`config.mk`:
```
export PLATFORM = sky130hd
export DESIGN_NAME = ca_ram_reader_flat
export DESIGN_NICKNAME = d
export VERILOG_FILES = /design/src/rtl/ca_ram_reader_if.sv /design/src/rtl/ca_ram_reader.sv /design/src/flat_wrapper.sv
export SDC_FILE = /design/constraint.sdc
export NUM_CORES = 1
export LEC_CHECK = 0
export ABC_AREA = 1
export CORE_ASPECT_RATIO = 1.75
export CORE_MARGIN = 3
export CORE_UTILIZATION = 48
export DETAILED_ROUTE_END_ITERATION = 7
export GPL_ROUTABILITY_DRIVEN = 0
export HOLD_SLACK_MARGIN = 0.03
export PLACE_DENSITY = 0.78
export RECOVER_POWER = 100
export SYNTH_ARGS = -nofsm -noshare
export SYNTH_HDL_FRONTEND = slang
export SYNTH_SLANG_ARGS = --single-unit
```
`constraint.sdc`:
```
create_clock -name clk -period 2.1 [get_ports clk]
set_input_delay 0.42 -clock clk [delete_from_list [all_inputs] [get_ports clk]]
set_output_delay 0.42 -clock clk [all_outputs]
set_load 0.01 [all_outputs]
```
`src/rtl/ca_ram_reader_if.sv`:
```
// CA_RAM read port plus the valid/ready output stream of the readback engine.
interface ca_ram_reader_if #(
   parameter int ADDR_W = 7,
   parameter int DATA_W = 16
);
   logic              rd_en;
   logic [ADDR_W-1:0] rd_addr;
   logic [DATA_W-1:0] rd_data;
   logic [DATA_W-1:0] out_data;
   logic              out_valid;
   logic              out_ready;
   logic              out_last;

   modport master (
      output rd_en, rd_addr, out_data, out_valid, out_last,
      input  rd_data, out_ready
   );

   modport slave (
      input  rd_en, rd_addr, out_data, out_valid, out_last,
      output rd_data, out_ready
   );
endinterface

```
`src/rtl/ca_ram_reader.sv`:
```
// CA_RAM readback engine: streams rows 0..line_count-1 through a 2-entry output buffer.
// Define CA_READER_REVERSE_EN to read rows in descending order (line_count-1 down to 0).
module ca_ram_reader #(
   parameter int ADDR_W = 7,
   parameter int DATA_W = 16
) (
   input  logic                clk,
   input  logic                rst,
   input  logic                start,
   input  logic [ADDR_W:0]     line_count,
   ca_ram_reader_if.master     bus,
   output logic                busy,
   output logic                done
);

   typedef enum logic [1:0] {IDLE, ISSUE, DRAIN, FIN} state_t;

   state_t            state;
   logic [ADDR_W:0]   lc;
   logic [ADDR_W:0]   cnt;
   logic [ADDR_W:0]   cnt_inc;
   logic [ADDR_W-1:0] addr;
   logic              inflight;
   logic              inflight_last;
   logic [DATA_W-1:0] buf_data [2];
   logic [1:0]        buf_last;
   logic              wr_ptr;
   logic              rd_ptr;
   logic [1:0]        occ;
   logic [1:0]        occ_nxt;
   logic              pop;
   logic              issue;
   logic              last_issue;

   // Issue is decided combinationally so a pop frees a slot in the same cycle.
   always_comb begin
      pop        = (occ != 2'd0) && bus.out_ready;
      issue      = (state == ISSUE) &&
                   (({1'b0, occ} + {2'b0, inflight}) < (3'd2 + {2'b0, pop}));
      cnt_inc    = cnt + {{ADDR_W{1'b0}}, 1'b1};
      last_issue = issue && (cnt_inc == lc);
      occ_nxt    = occ + {1'b0, inflight} - {1'b0, pop};
   end

   assign bus.rd_en     = issue;
   assign bus.rd_addr   = addr;
   assign bus.out_valid = (occ != 2'd0);
   assign bus.out_data  = buf_data[rd_ptr];
   assign bus.out_last  = buf_last[rd_ptr];

   always_ff @(posedge clk or posedge rst) begin
      if (rst) begin
         state         <= IDLE;
         lc            <= '0;
         cnt           <= '0;
         addr          <= '0;
         inflight      <= 1'b0;
         inflight_last <= 1'b0;
         buf_data[0]   <= '0;
         buf_data[1]   <= '0;
         buf_last      <= '0;
         wr_ptr        <= 1'b0;
         rd_ptr        <= 1'b0;
         occ           <= '0;
         busy          <= 1'b0;
         done          <= 1'b0;
      end else begin
         inflight      <= issue;
         inflight_last <= last_issue;
         occ           <= occ_nxt;
         done          <= 1'b0;

         if (issue) begin
            cnt <= cnt_inc;
`ifdef CA_READER_REVERSE_EN
            addr <= addr - {{(ADDR_W-1){1'b0}}, 1'b1};
`else
            addr <= addr + {{(ADDR_W-1){1'b0}}, 1'b1};
`endif
         end

         if (inflight) begin
            buf_data[wr_ptr] <= bus.rd_data;
            buf_last[wr_ptr] <= inflight_last;
            wr_ptr           <= ~wr_ptr;
         end
         if (pop) rd_ptr <= ~rd_ptr;

         case (state)
            IDLE: begin
               if (start) begin
                  lc   <= line_count;
                  cnt  <= '0;
`ifdef CA_READER_REVERSE_EN
                  addr <= line_count[ADDR_W-1:0] - {{(ADDR_W-1){1'b0}}, 1'b1};
`else
                  addr <= '0;
`endif
                  busy <= 1'b1;
                  if (line_count == '0) begin
                     state <= FIN;
                     done  <= 1'b1;
                  end else begin
                     state <= ISSUE;
                  end
               end
            end
            ISSUE: begin
               if (last_issue) state <= DRAIN;
            end
            DRAIN: begin
               // Popping the entry tagged last means buffer and read pipe are both empty.
               if (pop && buf_last[rd_ptr]) begin
                  state <= FIN;
                  done  <= 1'b1;
               end
            end
            FIN: begin
               state <= IDLE;
               busy  <= 1'b0;
            end
            default: state <= IDLE;
         endcase
      end
   end

endmodule

```
`src/flat_wrapper.sv`:
```
// flat-port wrapper written by rule: the top's interface ports become plain ports
module ca_ram_reader_flat 
#(
   parameter int ADDR_W = 7,
   parameter int DATA_W = 16
)
  (clk, rst, start, line_count, busy, done, bus_rd_en, bus_rd_addr, bus_out_data, bus_out_valid, bus_out_last, bus_rd_data, bus_out_ready);
  ca_ram_reader_if #(.ADDR_W(ADDR_W), .DATA_W(DATA_W)) bus_i ();
  input  logic clk;
  input  logic rst;
  input  logic start;
  input  logic [ADDR_W:0] line_count;
  output logic busy;
  output logic done;
  output wire logic [$bits(bus_i.rd_en)-1:0] bus_rd_en;
  output wire logic [$bits(bus_i.rd_addr)-1:0] bus_rd_addr;
  output wire logic [$bits(bus_i.out_data)-1:0] bus_out_data;
  output wire logic [$bits(bus_i.out_valid)-1:0] bus_out_valid;
  output wire logic [$bits(bus_i.out_last)-1:0] bus_out_last;
  input wire logic [$bits(bus_i.rd_data)-1:0] bus_rd_data;
  input wire logic [$bits(bus_i.out_ready)-1:0] bus_out_ready;
  assign bus_rd_en = bus_i.rd_en;
  assign bus_rd_addr = bus_i.rd_addr;
  assign bus_out_data = bus_i.out_data;
  assign bus_out_valid = bus_i.out_valid;
  assign bus_out_last = bus_i.out_last;
  assign bus_i.rd_data = bus_rd_data;
  assign bus_i.out_ready = bus_out_ready;
  ca_ram_reader #(.ADDR_W(ADDR_W), .DATA_W(DATA_W)) u_core (.clk(clk), .rst(rst), .start(start), .line_count(line_count), .bus(bus_i), .busy(busy), .done(done));
endmodule
```
# Yosys cells after proc, flatten, opt, wreduce, memory -nomap -nowiden
# Cells that the tools add are included.
op_classes:
  addsub: 6
  n_lt_le_gt_ge: 7
  n_eq_ne: 7
  muxes: 28
  bitwise_logic: 4
  n_reduce_logical: 13
op_table:
  columns: ["cell", "count"]
  rows:
  - ["$mux W16", 4]
  - ["$bwmux W32", 1]
  - ["$mux W8", 3]
  - ["$mux W7", 3]
  - ["$demux W16 S1", 1]
  - ["$add A8 B1 Y8 const B", 1]
  - ["$eq A8 B8 Y1", 1]
  - ["$logic_not A8 Y1", 1]
  - ["$mux W2", 4]
  - ["$pmux W2 S4", 1]
  - ["$add A7 B1 Y7 const B", 1]
  - ["$mux W1", 7]
  - ["$logic_and A1 B1 Y1", 6]
  - ["$eq A2 B2 Y1 const B", 2]
  - ["$ge A2 B2 Y1 const B", 2]
  - ["$lt A1 B2 Y1 const B", 2]
  - ["$ne A2 B1 Y1 const B", 2]
  - ["$not A1 Y2", 2]
  - ["$pmux W1 S2", 2]
  - ["$reduce_and A2 Y1", 2]
  - ["$reduce_bool A2 Y1", 2]
  - ["$add A2 B1 Y3", 1]
  - ["$add A2 B1 Y3 const A", 1]
  - ["$lt A3 B3 Y1", 1]
  - ["other kinds (11)", 12]
totals:
  register_bits: 67
  input_bits: 28
  out_inout_bits: 28
  word_cells: 79

# Depth between registers and ports, before layout
# Gate-level depths: netlist (run 1).
depth:
  ltp_word: 8
  mapped_depth: 14
  depth_no_buf: 14

# Worst setup path after synthesis (run 1)
# Ideal clock, no wire load.
synth_timing:
  kind: "register to output"
  startpoint: "reg u_core.occ[0]"
  endpoint: "out bus_rd_en"
  arrival_ps: 1356
  required_ps: 1680
  slack_ps: 324
  stages_incl_launch_ff: 8
  n_path_buf: 2
  path_cell_list: "dfrtp_1 ha_1 ha_1 nand2_1 nand2_1 buf_6 inv_1 buf_4"
synth_via:
  elab_chain_len: 5
  word_cells_on_any_way: 6
  classes_between: "2 x add/sub; 1 x order compare; 3 x reduce/logical"
synth_lines:
  columns: ["item", "line", "text"]
  rows:
  - ["start: declaration", "ca_ram_reader.sv:29", "logic [1:0] occ;"]
  - ["start signal: assignment", "ca_ram_reader.sv:70", "occ <= occ_nxt;"]
  - ["$reduce_bool A2 Y1", "ca_ram_reader.sv:37", "pop = (occ != 2'd0) && bus.out_ready;"]
  - ["$logic_and A1 B1 Y1", "ca_ram_reader.sv:37", null]
  - ["$add A2 B1 Y3", "ca_ram_reader.sv:39", "(({1'b0, occ} + {2'b0, inflight}) < (3'd2 + {2'b0, pop}));"]
  - ["$lt A3 B3 Y1 (*)", "ca_ram_reader.sv:39", null]
  - ["$logic_and A1 B1 Y1 (*)", "ca_ram_reader.sv:38", "issue = (state == ISSUE) &&"]
  - ["end: declaration", "flat_wrapper.sv:15", "output wire logic [$bits(bus_i.rd_en)-1:0] bus_rd_en;"]
# Mark *: on every way between the ends. The rest lies on a longest branch, timed or not.

# Final worst setup path (run 1)
layout_timing:
  startpoint: "reg u_core.rd_ptr"
  endpoint: "out bus_out_data[0]"
layout_via:
  elab_chain_len: 4
layout_lines:
  columns: ["item", "line", "text"]
  rows:
  - ["start: declaration", "ca_ram_reader.sv:28", "logic rd_ptr;"]
  - ["start signal: assignment", "ca_ram_reader.sv:87", "if (pop) rd_ptr <= ~rd_ptr;"]
  - ["$not A1 Y2 (not written as such)", "ca_ram_reader.sv:48", "assign bus.out_data = buf_data[rd_ptr];"]
  - ["$mux W16 (not written as such) (3 in series)", "ca_ram_reader.sv:48", null]
  - ["end: declaration", "flat_wrapper.sv:17", "output wire logic [$bits(bus_i.out_data)-1:0] bus_out_data;"]
# Every way passes these cells. The select of a mux whose other input is x is not followed.

==> results.yml, run 1 <==
run_status:
  status: "complete, no violations"
detailed_routing:
  top_layer: "met4"
  wl_mm: 6.81
  routed_via_density: 4.90
  firstDrtPassIters: 4
  dr_wl_met3_um: 249
  drt_iter0_markers: 150
  wl_per_cell_um: 11.9
  drcViolationCount: 0
  antenna_left: 0
  num_vias: 2799
  wl_met1_mm: 2.80
  wl_met2_mm: 3.62
cells_and_area:
  layout-drive-gt1-share_pct: 8.59
  area_growth_syn_to_layout_pct: 29.5
  final_nets: 524
  fillCellCount: 592
  stdcell_count: 571
  insertedDiodeCount: 0
yosys:
  synthTopCellsByCount: "nand2_1, dfrtp_1, inv_1"
  syn-num-nets: 463
  synthDistinctLibCells: 31
  yosysSeqAreaShare_pct: 50.0
  synthMostInstantiatedCell: "nand2_1"
  synth_warnings: 0
  yosysTopAreaCell: "dfrtp_1"
  synth_edf_count: 0
  syn_area_um2: 3350
  synthTopCellsByArea: "dfrtp_1, nand2_1, o21ai_0"
  syn_avg_cell_area_um2: 7.89
  yosysTopAreaCellShare_pct: 50.0
  async_flop_share_pct: 100
  ys_seq_elements: 67
  synth_cells: 425
  ys.flop_type: "dfrtp_1"
clock_network:
  cts_buffers: 9
  ctsHoldBuffers: 0
  cts_tree: "built"
  clkLatencyLatePin_ps: 330
  clockBufferDepth: 2
  cts.sinks: 67
  cts_max_level: 3
  clkTransAtPathRegs_ps: 50
  clockRootBuffer: "clkbuf_16"
power_and_ir_drop:
  clockPowerShare_pct: 24.5
  p_switching_w: 0.00237
  pwr-share-seq_pct: 34.7
  power_density_nw_per_um2: 1500
  peakVddDrop_mv: 0.793
  power.leakage_nw: 2.34
  internal_power_w: 0.00412
  pwr-share-comb_pct: 40.9
  p_sw_share_pct: 36.5
place:
  dp_hpwl_mm: 4.97
  post-place-cells: 555
  pre_cts_slack_ps: -68.5
  io_buffers: 55
sta:
  fmax_ghz: 0.489
  hold_viol: 0
  worst_slew_pin_slew_ps: 1250
  finalSetupViolCount: 0
  period_needed_ps: 2050
  rsz0062_at_grt: "true"
  drv_slew: 0
  relSlewSlack_pct: 16.8
  worst_slack_ps: 54.9
  finClkSkew_ps: 3.71
  period_share_pct: 97.4
floorplan:
  ioPinCount: 56
  dieHeight_um: 117
  num_rows: 39
  core_um2: 6640
  initial_utilization_pct: 50.5
  die_area_um2: 8060
  fp.dieW_um: 69.2
critical_path:
  crit_required_ps: 1680
  worstSetupPathType: "reg -> out"
  crit_fanout: 17
  worst_ep_arrival_time_ps: 1630
  end_kind: "output pin"
  cp-start-kind: "flop"
grt:
  gr-usage-all-layers_pct: 18.5
  grt_max_degree: 40
  antenna_found_initial: 0
  grt_pass1_wl_mm: 11.7
  grt_pass1_vias: 2696
  grt.overflow.total: 0
run:
  max-cap-violations: 0
worst_hold_path:
  hold_path_class: "reg -> reg"
registers in the layout, indices dropped and copies added, names as in the netlist:
register and flops:
u_core.buf_data 32, u_core.rd_ptr 1, u_core.wr_ptr 1, u_core.inflight_last 1, u_core.state 2, u_core.inflight 1, u_core.lc 8, u_core.done 1
u_core.cnt 8, u_core.bus.rd_addr 7, u_core.occ 2, u_core.buf_last 2, u_core.busy 1
stage by stage:
stage	hold WS [ps]	util (%)	setup TNS (ps)	area, um2	total power [W]
2_1_floorplan	453	-	0	3360	0.00395
3_3_place_gp	466	60.5	-80.3	4010	0.00488
3_5_place_dp	473	60.5	-68.5	4010	0.00502
4_1_cts	478	65.4	0	4340	0.00664
5_1_grt	500	65.4	-2.46	4340	0.00702
6_report	481	65.4	0	4340	0.00649
critical path: stages, from the launching register on:
cell and delay, ps:
dfrtp_1 430, buf_8 200, nand2_1 60, nand2_1 70
clkdlybuf4s50_1 530
cell usage in the layout (no fill, tap or decap), drive strengths merged:
cell	synthesis	final
nor4	1	1
nor3	1	1
nand3b	1	1
nand4	5	5
nand3	13	13
bufinv	0	2
clkdlybuf4s50	0	30
a32o	1	1
dlymetal6s2s	0	10
xnor2	1	1
dlygate4sd3	0	12
nor2	23	23
a211oi	3	3
ha	10	10
dfrtp	67	67
o21ai	54	54
clkinvlp	0	1
buf	6	6
or2	2	2
clkinv	1	1
inv	61	60
a21oi	8	8
dlygate4sd2	0	2
xor2	3	3
nand2	152	152
nor3b	1	1
clkbuf	11	19
power groups by stage:
stage / clock [W] / combinational (W) / sequential, W
2_1_floorplan: 0 / 0.00180 / 0.00215
3_3_place_gp: 0 / 0.00266 / 0.00222
3_5_place_dp: 0 / 0.00277 / 0.00225
4_1_cts: 0.00161 / 0.00278 / 0.00225
5_1_grt: 0.00168 / 0.00303 / 0.00232
6_report: 0.00159 / 0.00265 / 0.00225
what timing repair did:
action | 4_1_cts | 5_1_grt
setup buffers | 0 | 2
endpoints found under the setup margin | 13 | 12
resized for setup | 9 | 13
worst paths after layout:
path	startpoint	endpoint	slack (ps)	cells past startpoint
max reg2reg	u_core.occ[0]$_DFF_PP0_	u_core.state[0]$_DFFE_PP0P_	200	13
min	u_core.buf_data[15]$_DFFE_PP0P_	u_core.buf_data[15]$_DFFE_PP0P_	480	2
max	u_core.rd_ptr$_DFFE_PP0N_	bus_out_data[0]	50	4
min reg2reg	u_core.buf_data[15]$_DFFE_PP0P_	u_core.buf_data[15]$_DFFE_PP0P_	480	2
max in group asynchronous	rst	u_core.bus.rd_addr[2]$_DFF_PP0_	380	3
min in group asynchronous	rst	u_core.lc[5]$_DFFE_PP0P_	680	2
cell type report:
class,count,area [um2],area share (%)
repair buffers,67,646,14.9
clock buffers,12,256,5.91
clock inverters,2,60.1,1.38
well taps,82,103,2.36
flip-flops and latches,67,1680,38.6
multi-input cells,279,1360,31.3
inverters,62,239,5.51
kinds of logic (layout without fill, tap and decap cells):
logic type	Yosys count	in the layout	synth area share, %
AO/OA/AOI/OAI	66	66	10.3
XOR/XNOR	4	4	1.05
adder cells (fa/ha/maj)	10	10	3.73
buffers and inverters	79	143	9.44
flip-flops	67	67	50.0
AND/OR/NAND/NOR	199	199	25.4
layer usage:
layer	GRT usage [%]	vias up
li1	-	1440
met1	19.8	1294
met2	34.2	52
met3	4.39	13
met4	8.47	0
met5	0	-
No activity file was read; power rests on OpenSTA's default activity.
==> run 2, diff against run 1 <==
--- a/config.mk
+++ b/config.mk
@@ -17,3 +17,4 @@
 export SYNTH_ARGS = -nofsm -noshare
 export SYNTH_HDL_FRONTEND = slang
 export SYNTH_SLANG_ARGS = --single-unit
+export TNS_END_PERCENT = 1
==> results.yml, run 2 (synthesized netlist as in run 1, its figures left out) <==
sta:
  worst_slew_pin_slew_ps: 1230
  fmax_ghz: 0.485
  rsz0062_at_grt: "true"
  tns_ps: 0
  period_needed_ps: 2060
  fin_hold_ws_ps: 485
  finClkSkew_ps: 4.28
  finalSetupViolCount: 0
  hold_viol: 0
  period_share_pct: 98.1
  drv_slew: 0
  relSlewSlack_pct: 17.9
grt:
  gr-usage-all-layers_pct: 18.5
  antenna_found_initial: 0
  grt_max_degree: 40
  grt_pass1_vias: 2687
  grt_pass1_wl_mm: 11.8
  grt.overflow.total: 0
detailed_routing:
  drcViolationCount: 0
  num_vias: 2798
  wl_per_cell_um: 12.1
  firstDrtPassIters: 4
  antenna_left: 0
  drt_iter0_markers: 170
  routed_via_density: 4.92
  wl_mm: 6.89
power_and_ir_drop:
  peakVddDrop_mv: 0.793
  power.leakage_nw: 2.34
  power_density_nw_per_um2: 1500
cells_and_area:
  largest-register: "u_core.buf_data"
  fillCellCount: 588
  seq_area_um2: 1680
  finish.instance_area_um2: 4340
  multi_input_comb_area_um2: 1360
  layout_commonest_cell: "nand2_1"
  layout-drive-gt1-share_pct: 8.83
  largest_register_ffs: 32
  top_regs: "u_core.buf_data: 32 flops, u_core.cnt: 8 flops, u_core.lc: 8 flops"
  layout_common_cells: "nand2_1, dfrtp_1, inv_1"
  area_growth_syn_to_layout_pct: 29.5
  final_nets: 522
  insertedDiodeCount: 0
place:
  dp_hpwl_mm: 4.97
  place_area_um2: 4010
  io_buffers: 55
clock_network:
  clkLatencyLatePin_ps: 330
  clkTransAtPathRegs_ps: 50
  ctsHoldBuffers: 0
  clockRootBuffer: "clkbuf_16"
  cts_max_level: 3
  cts_buffers: 9
  cts_tree: "built"
  clockBufferDepth: 2
  post_cts_buffers: 0
  cts.sinks: 67
worst_hold_path:
  hold_path_class: "reg -> reg"
  hold_depth: 2
floorplan:
  fp.dieW_um: 69.2
  core_um2: 6640
  num_rows: 39
  ioPinCount: 56
  die_area_um2: 8060
  initial_utilization_pct: 50.5
  dieHeight_um: 117
critical_path:
  end_kind: "output pin"
  crit_required_ps: 1680
  worstSetupPathType: "reg -> out"
  worst_ep_arrival_time_ps: 1640
  crit_fanout: 8
  cp-start-kind: "flop"
  r2r_cells: 8
run:
  max-cap-violations: 0
run_status:
  status: "complete, no violations"
run 2: cell count changes in the layout (fill, tap and decap cells not counted):
cell,before,now
nand2_2,7,8
buf_6,0,4
buf_4,5,1
buf_2,0,1
clkinv_4,1,0
clkdlybuf4s50_1,30,35
dlygate4sd3_1,12,8
inv_4,0,1
clkbuf_1,7,5
buf_8,1,0
nand2_1,145,144
dlymetal6s2s_1,10,11
dlygate4sd2_1,2,0
run 2: worst max-delay path, stage by stage, from the launching register on:
cell and delay (ps):
dfrtp_1 420, inv_4 130, buf_6 140, nand2_1 50
nand2_1 50, clkdlybuf4s50_1 520
run 2: final timing paths:
| path | from | endpoint | slack [ps] |
|---|---|---|---|
| setup / recovery | u_core.rd_ptr$_DFFE_PP0N_ | bus_out_data[5] | 40 |
| min in group asynchronous | rst | u_core.lc[5]$_DFFE_PP0P_ | 680 |
| hold reg to reg | u_core.buf_data[10]$_DFFE_PP0P_ | u_core.buf_data[10]$_DFFE_PP0P_ | 480 |
| max in group asynchronous | rst | u_core.bus.rd_addr[2]$_DFF_PP0_ | 380 |
| setup reg to reg | u_core.occ[0]$_DFF_PP0_ | u_core.cnt[1]$_DFF_PP0_ | 130 |
| hold / removal | u_core.buf_data[10]$_DFFE_PP0P_ | u_core.buf_data[10]$_DFFE_PP0P_ | 480 |
run 2: timing repair:
item / 4_1_cts / 5_1_grt
gates resized for setup: 5 / 18
endpoints found under the setup margin: 13 / 14
endpoints found under the hold margin: 0 / 0
run 2: metal layers:
| metal | vias up | track usage [%] | wire length, um |
|---|---|---|---|
| li1 | 1435 | - | - |
| met3 | 15 | 4.39 | 282 |
| met1 | 1282 | 20.2 | 2840 |
| met4 | 0 | 8.47 | 150 |
| met2 | 66 | 34.0 | 3620 |
| met5 | - | 0 | 0 |
run 2: final cells by class:
cell class / instances / share of cell area, %
inverters: 62 / 5.45
clock buffers: 12 / 5.91
repair buffers: 65 / 14.9
flip-flops and latches: 67 / 38.6
multi-input cells: 279 / 31.4
well taps: 82 / 2.36
clock inverters: 2 / 1.38
run 2: power by group:
part	internal, W	leakage [nW]	total (W)	switching [W]
registers	0.00185	0.839	0.00225	0.000401
logic	0.00121	1.35	0.00269	0.00149
clock network	0.00109	0.155	0.00159	0.000497
run 2: stage by stage:
stage          setup WS [ps]  util [%]  std cells  total power (W)
6_report                40.2      65.4        569          0.00653
5_1_grt                -33.4      65.4        569          0.00705
4_1_cts                -31.3      65.3        569          0.00664
3_5_place_dp           -68.5      60.5        555          0.00502
3_3_place_gp           -80.3      60.5        555          0.00488
2_1_floorplan            324         -        425          0.00395
